$ cat config.mk
export PLATFORM = sky130hd
export DESIGN_NAME = fetch_queue
export DESIGN_NICKNAME = d
export VERILOG_FILES = /design/src/rtl/fetch_pkg.sv /design/src/rtl/fetch_fifo.sv /design/src/rtl/fetch_queue.sv
export SDC_FILE = /design/constraint.sdc
export NUM_CORES = 1
export LEC_CHECK = 0
export CAP_MARGIN = 20
export CORE_MARGIN = 4
export CORE_UTILIZATION = 51
export CTS_CLUSTER_DIAMETER = 40
export DETAILED_ROUTE_END_ITERATION = 6
export PLACE_DENSITY = 0.77
export SETUP_SLACK_MARGIN = 0.05
export SLEW_MARGIN = 20
export SYNTH_ARGS = -nofsm -noshare
export SYNTH_HDL_FRONTEND = slang
export SYNTH_SLANG_ARGS = --single-unit
export TNS_END_PERCENT = 20
$ cat constraint.sdc
create_clock -name clk -period 3.2 [get_ports clk]
set_clock_uncertainty 0.05 [all_clocks]
set_input_delay 0.32 -clock clk [delete_from_list [all_inputs] [get_ports clk]]
set_output_delay 0.32 -clock clk [all_outputs]
set_load 0.01 [all_outputs]
$ cat src/rtl/fetch_pkg.sv
// Shared types and constants for the instruction fetch queue.
package fetch_pkg;

  localparam int unsigned PC_W   = 32;
  localparam int unsigned INST_W = 32;

  localparam logic [PC_W-1:0]   PC_STEP  = 32'd4;
  localparam logic [INST_W-1:0] INST_NOP = 32'h00000013;

  typedef enum logic [1:0] {
    ST_IDLE  = 2'd0,
    ST_FETCH = 2'd1,
    ST_FLUSH = 2'd2
  } fetch_state_e;

  // One queued instruction together with the address it was fetched from.
  typedef struct packed {
    logic [INST_W-1:0] inst;
    logic [PC_W-1:0]   pc;
  } fetch_entry_t;

  // Sequential fetch address; wraps naturally at 32 bits.
  function automatic logic [PC_W-1:0] next_pc(input logic [PC_W-1:0] pc);
    return pc + PC_STEP;
  endfunction

endpackage

$ cat src/rtl/fetch_fifo.sv
// Instruction/PC storage for the fetch queue: circular buffer with occupancy count.
module fetch_fifo
  import fetch_pkg::*;
#(
  parameter int unsigned DEPTH = 4
) (
  input  logic                       clk,
  input  logic                       rst,
  input  logic                       clear,
  input  logic                       push,
  input  logic [31:0]                push_inst,
  input  logic [31:0]                push_pc,
  input  logic                       pop,
  output logic [$clog2(DEPTH+1)-1:0] count,
  output logic                       empty_c,
  output logic [31:0]                head_inst_c,
  output logic [31:0]                head_pc_c
);

  localparam int unsigned PTR_W = $clog2(DEPTH);
  localparam int unsigned CNT_W = $clog2(DEPTH + 1);

  fetch_entry_t     mem [DEPTH];
  logic [PTR_W-1:0] wr_ptr;
  logic [PTR_W-1:0] rd_ptr;
  logic             full;
  logic             do_push;
  logic             do_pop;

  assign empty_c = (count == '0);
  assign full    = (count == CNT_W'(DEPTH));
  assign do_pop  = pop && !empty_c;
  // A pop in the same cycle frees the slot, so push-on-full is legal then.
  assign do_push = push && (!full || do_pop);

  // Head is forced to zero when empty so idle outputs are deterministic.
  assign head_inst_c = empty_c ? '0 : mem[rd_ptr].inst;
  assign head_pc_c   = empty_c ? '0 : mem[rd_ptr].pc;

  // Pointer and occupancy bookkeeping; clear drops all entries at once.
  always_ff @(posedge clk) begin
    if (!rst || clear) begin
      wr_ptr <= '0;
      rd_ptr <= '0;
      count  <= '0;
    end else begin
      if (do_push) wr_ptr <= wr_ptr + PTR_W'(1);
      if (do_pop)  rd_ptr <= rd_ptr + PTR_W'(1);
      case ({do_push, do_pop})
        2'b10:   count <= count + CNT_W'(1);
        2'b01:   count <= count - CNT_W'(1);
        default: count <= count;
      endcase
    end
  end

  // Entry storage; contents are only observable through a non-empty head.
  always_ff @(posedge clk) begin
    if (rst && !clear && do_push) begin
      mem[wr_ptr] <= '{inst: push_inst, pc: push_pc};
    end
  end

  // Upstream credit accounting must make an unpaired push into a full queue impossible.
  always_ff @(posedge clk) begin
    if (rst && !clear) begin
      assert (!(push && full && !do_pop));
    end
  end

endmodule

$ cat src/rtl/fetch_queue.sv
// Instruction fetch front end: issues sequential memory reads under a credit
// limit, queues returned instructions with their PCs for decode, and flushes
// in-flight responses on a redirect.
// Optional build macro FETCH_QUEUE_BYPASS_EN: a response arriving while the
// queue is empty is offered to decode in the same cycle.
module fetch_queue
  import fetch_pkg::*;
#(
  parameter int unsigned DEPTH    = 4,
  parameter logic [31:0] RESET_PC = 32'h0
) (
  input  logic                       clk,
  input  logic                       rst,
  input  logic                       redirect_valid,
  input  logic [31:0]                redirect_pc,
  output logic                       im_req,
  output logic [31:0]                im_addr,
  input  logic                       im_gnt,
  input  logic                       im_rvalid,
  input  logic [31:0]                im_rdata,
  output logic                       d_valid,
  input  logic                       d_ready,
  output logic [31:0]                d_inst,
  output logic [31:0]                d_pc,
  output logic [$clog2(DEPTH+1)-1:0] q_count
);

  localparam int unsigned CNT_W = $clog2(DEPTH + 1);
  localparam int unsigned SUM_W = CNT_W + 1;

  fetch_state_e     state;
  fetch_state_e     state_nxt;
  logic [31:0]      fetch_pc;
  logic [31:0]      fetch_pc_nxt;
  logic [31:0]      resp_pc;
  logic [31:0]      resp_pc_nxt;
  logic [CNT_W-1:0] outstanding;
  logic [CNT_W-1:0] outstanding_nxt;
  logic [CNT_W-1:0] drop_cnt;
  logic [CNT_W-1:0] drop_cnt_nxt;
  logic [CNT_W-1:0] drop_new;

  logic [CNT_W-1:0] fifo_count;
  logic             fifo_empty;
  logic [31:0]      head_inst;
  logic [31:0]      head_pc;
  logic [SUM_W-1:0] in_flight;
  logic             credit_ok;
  logic             granted;
  logic             rsp_take;
  logic             bypass;
  logic             push;
  logic             pop;
  logic             clear;

  // Every queued entry plus every outstanding request holds one credit.
  assign in_flight = SUM_W'(fifo_count) + SUM_W'(outstanding);
  assign credit_ok = (in_flight < SUM_W'(DEPTH));

`ifdef FETCH_QUEUE_BYPASS_EN
  // Same-cycle forwarding of a response straight to decode when nothing is queued.
  assign bypass = (state == ST_FETCH) && fifo_empty && !redirect_valid && im_rvalid;
`else
  assign bypass = 1'b0;
`endif

  // A forwarded beat that decode takes immediately never enters the queue.
  assign push    = rsp_take && !(bypass && d_ready);
  assign d_valid = (!fifo_empty || bypass) && !redirect_valid;
  assign pop     = d_valid && d_ready && !fifo_empty;
  assign d_inst  = bypass ? im_rdata : head_inst;
  assign d_pc    = bypass ? resp_pc  : head_pc;
  assign im_addr = fetch_pc;
  assign q_count = fifo_count;

  // State and bookkeeping registers.
  always_ff @(posedge clk) begin
    if (!rst) begin
      state       <= ST_IDLE;
      fetch_pc    <= RESET_PC;
      resp_pc     <= RESET_PC;
      outstanding <= '0;
      drop_cnt    <= '0;
    end else begin
      state       <= state_nxt;
      fetch_pc    <= fetch_pc_nxt;
      resp_pc     <= resp_pc_nxt;
      outstanding <= outstanding_nxt;
      drop_cnt    <= drop_cnt_nxt;
    end
  end

  // Next-state, request issue, response acceptance and drop accounting.
  always_comb begin
    state_nxt       = state;
    fetch_pc_nxt    = fetch_pc;
    resp_pc_nxt     = resp_pc;
    outstanding_nxt = outstanding;
    drop_cnt_nxt    = drop_cnt;
    drop_new        = '0;
    im_req          = 1'b0;
    granted         = 1'b0;
    rsp_take        = 1'b0;
    clear           = 1'b0;

    case (state)
      ST_IDLE: begin
        state_nxt = ST_FETCH;
        if (redirect_valid) begin
          fetch_pc_nxt = redirect_pc;
          resp_pc_nxt  = redirect_pc;
        end
      end

      ST_FETCH: begin
        if (redirect_valid) begin
          // A beat returning now is discarded here; a grant seen alongside the
          // redirect is still owed a response and must be dropped later.
          clear           = 1'b1;
          drop_new        = outstanding - CNT_W'(im_rvalid)
                            + CNT_W'(credit_ok && im_gnt);
          fetch_pc_nxt    = redirect_pc;
          resp_pc_nxt     = redirect_pc;
          outstanding_nxt = '0;
          drop_cnt_nxt    = drop_new;
          state_nxt       = (drop_new == '0) ? ST_FETCH : ST_FLUSH;
        end else begin
          im_req   = credit_ok;
          granted  = credit_ok && im_gnt;
          rsp_take = im_rvalid;
          if (granted)  fetch_pc_nxt = next_pc(fetch_pc);
          if (rsp_take) resp_pc_nxt  = next_pc(resp_pc);
          outstanding_nxt = outstanding + CNT_W'(granted) - CNT_W'(rsp_take);
        end
      end

      ST_FLUSH: begin
        if (redirect_valid) fetch_pc_nxt = redirect_pc;
        if (im_rvalid && (drop_cnt != '0)) drop_cnt_nxt = drop_cnt - CNT_W'(1);
        // Last stale beat gone: resume from the most recent redirect target.
        if (drop_cnt_nxt == '0) begin
          state_nxt   = ST_FETCH;
          resp_pc_nxt = fetch_pc_nxt;
        end
      end

      default: begin
        state_nxt = ST_IDLE;
      end
    endcase
  end

  fetch_fifo #(
    .DEPTH (DEPTH)
  ) u_fifo (
    .clk         (clk),
    .rst         (rst),
    .clear       (clear),
    .push        (push),
    .push_inst   (im_rdata),
    .push_pc     (resp_pc),
    .pop         (pop),
    .count       (fifo_count),
    .empty_c     (fifo_empty),
    .head_inst_c (head_inst),
    .head_pc_c   (head_pc)
  );

endmodule

==> run summary <==
status: completed
post-synthesis average cell area: 13.5 um2
gr ovfl total: 0
setup violators final: 0
wire per inst: 21.7 um
count of cell types in the netlist: 84
Starting Density: 52.1%
min Tclk post-route: 2.98 ns
vias per inst: 6.13
Worst Path Arrival: 2.61 ns
vias in the first global route: 10.8k
HPWL Detailed: 25,000 um
Peak Freq: 0.336 GHz
CP Class: reg -> out
fraction of layout cells with a size suffix above 1: 15.9%
Slew @ Worst Pin: 0.596 ns
FFs w/ async S/R, synth: 0%
top_reg_cell synth: edfxtp_1
CP startpoint kind: flop
# port buffers: 170
Final #Nets: 1,425
Synth area leaders: edfxtp_1 49%, dfxtp_1 10%, mux4_2 9.3%
Max clock buf depth: 3
Post-synth EDFFs: 256
first-pass GRT wire length: 60,800 um
most frequent cell after synthesis: edfxtp_1
fillers: 2,161
pwr dens: 724 nW/um2
H-tree depth: 2
combinational share of power: 25.3%
P_leak: 6.37 nW
yosys warns: 0
ANT nets after route: 0
sequential fraction of the synthesis area: 59.8%
Worst-path clk slew: 0.06 ns
crit end category: output pin
Pint: 9.66 mW
buffer and inverter count on the worst path: 2
Die Y-Extent: 183 um
max cap viols: 0
clk sinks: 337
Synth top area share: 49.4%
Required @ worst endpoint: 2.83 ns
final period utilization: 93.1%
synthesis-to-layout area growth: 23.3%
setup_tns: 0 ns
Final Max Tran Viols: 0
Mapped Nets: 1,242
DRC: 0
ANT cells: 0
Worst Path Max Fanout: 24
Cell Chain, Critical Path: buf_12, mux4_2, and2_1, clkdlybuf4s50_1
peak supply drop: 0.000374 V
post_cts resized: 0
Hold Worst Slack: 0.309 ns
Clk pwr share: 33.5%
delay-heaviest family, CP: buffers and inverters
CP max stage delay: 0.58 ns
global-route usage over all layers: 22.8%
Die ar.: 33,400 um2
Critical-path top delay cell: dfxtp_4
routability cong.: 0.921
clock tree from TritonCTS: done
Mapped Area: 15,600 um2
sequential share of power: 41.2%
Cells after Synth: 1,153
Via Count: 10.8k
top post-synthesis cells by count: 256 x edfxtp_1, 81 x dfxtp_1, 76 x and2_1
Psw: 4.24 mW
Worst slew margin: 60.2%
worst hold-check path type: in -> reg
post-CTS setup buffers: 0
hold buffer count at cts: 0
RSZ-0062 raised after global routing: true
worst-skew pair later-pin latency: 0.54 ns
DRT Pass-1 Iters: 6
total core area: 29,900 um2
sw frac: 30.5%
root buf cell: clkbuf_16
Die W: 183 um
Routed WL: 38,200 um
post-synthesis register bit count: 337
1st-iter DRT viols: 1,190
Final Hold Viols: 0
boundary pin count: 171
Synth area leader: edfxtp_1
row count: 63
largest net degree at the start of global routing: 70
CTS buffer count: 44
initial antenna violation count: 0
==> power by group through the flow <==
| stage | clock network (mW) | logic [mW] | registers (mW) |
|---|---|---|---|
| after CTS | 4.74 | 3.51 | 5.71 |
| final | 4.66 | 3.51 | 5.72 |
| after global placement | 0 | 3.41 | 5.76 |
| after floorplan | 0 | 2.12 | 5.63 |
| after global routing | 4.95 | 3.82 | 5.79 |
| after detailed placement | 0 | 3.47 | 5.80 |
==> layer usage <==
layer	global-route usage [%]	routed length [um]
met3	4.11	2950
met2	35.1	17700
met4	7.54	1240
met5	0	0
met1	33.3	16300
==> path summary, 6_finish.rpt <==
kind | from | end | slack, ns | cells past startpoint
worst min-delay path | redirect_valid | im_addr[6] | 0.31 | 5
worst max register to register | u_fifo.count[2] | state[0] | 0.26 | 13
worst max-delay path | flop | d_inst[25] | 0.22 | 4
worst min register to register | drop_cnt[1] | drop_cnt[1] | 0.46 | 2
==> final cells by class <==
type	count	area, um2	area share [%]
well taps	390	488	2.54
multi-input cells	723	5850	30.5
clock inverters	21	219	1.14
flip-flops and latches	337	9320	48.5
clock buffers	57	1180	6.15
repair buffers	206	2050	10.7
inverters	24	90.1	0.469
==> metrics by stage <==
step	worst slack [ns]	total power, mW	instances	instance area, um2	utilization (%)
floorplan	-0.149	7.76	1153	15600	-
global placement	0.187	9.16	1680	17800	59.5
detailed placement	0.0644	9.27	1680	17800	59.5
CTS	0.0801	14.0	1758	19200	64.2
global route	0.0187	14.6	1758	19200	64.2
finish	0.221	13.9	1758	19200	64.2
==> logic make-up (layout without fill, tap and decap cells) <==
group,Yosys count,count (layout),share of synthesized area [%]
adders and majority gates,19,19,1.62
DFF,337,337,59.8
xor gates and xnor gates,17,17,1.05
and+or+nand+nor,372,372,14.0
buffers and inverters,93,308,2.70
muxes,75,75,9.98
AOI/OAI and AO/OA,240,240,10.8
==> cells in the final DEF (no fill, tap or decap), drive strengths merged, types with 15 or more instances in the layout <==
master	synthesis	final
clkbuf	29	57
ha	17	17
o21ai	51	51
dfxtp	81	81
clkdlybuf4s50	0	169
nor4	20	20
and2	76	76
edfxtp	256	256
and3	18	18
nand4	19	19
a22oi	15	15
nand3	37	37
a21oi	46	46
inv	23	26
nor2	66	66
nand2	60	60
buf	40	37
nor3	27	27
mux4	64	64
==> flip-flops by register name, summed over array words and instances, names as in the netlist, named ones only <==
name           flops
state              2
u_fifo.mem       256
u_fifo.count       3
u_fifo.rd_ptr      2
im_addr           32
outstanding        3
resp_pc           32
drop_cnt           3
u_fifo.wr_ptr      2
==> worst min-delay path: stages <==
cell	delay [ns]
buf_2	0.24
nand2_1	0.10
o31ai_1	0.06
nand2_1	0.06
a21oi_1	0.05
No activity file was read; power rests on OpenSTA's default activity.
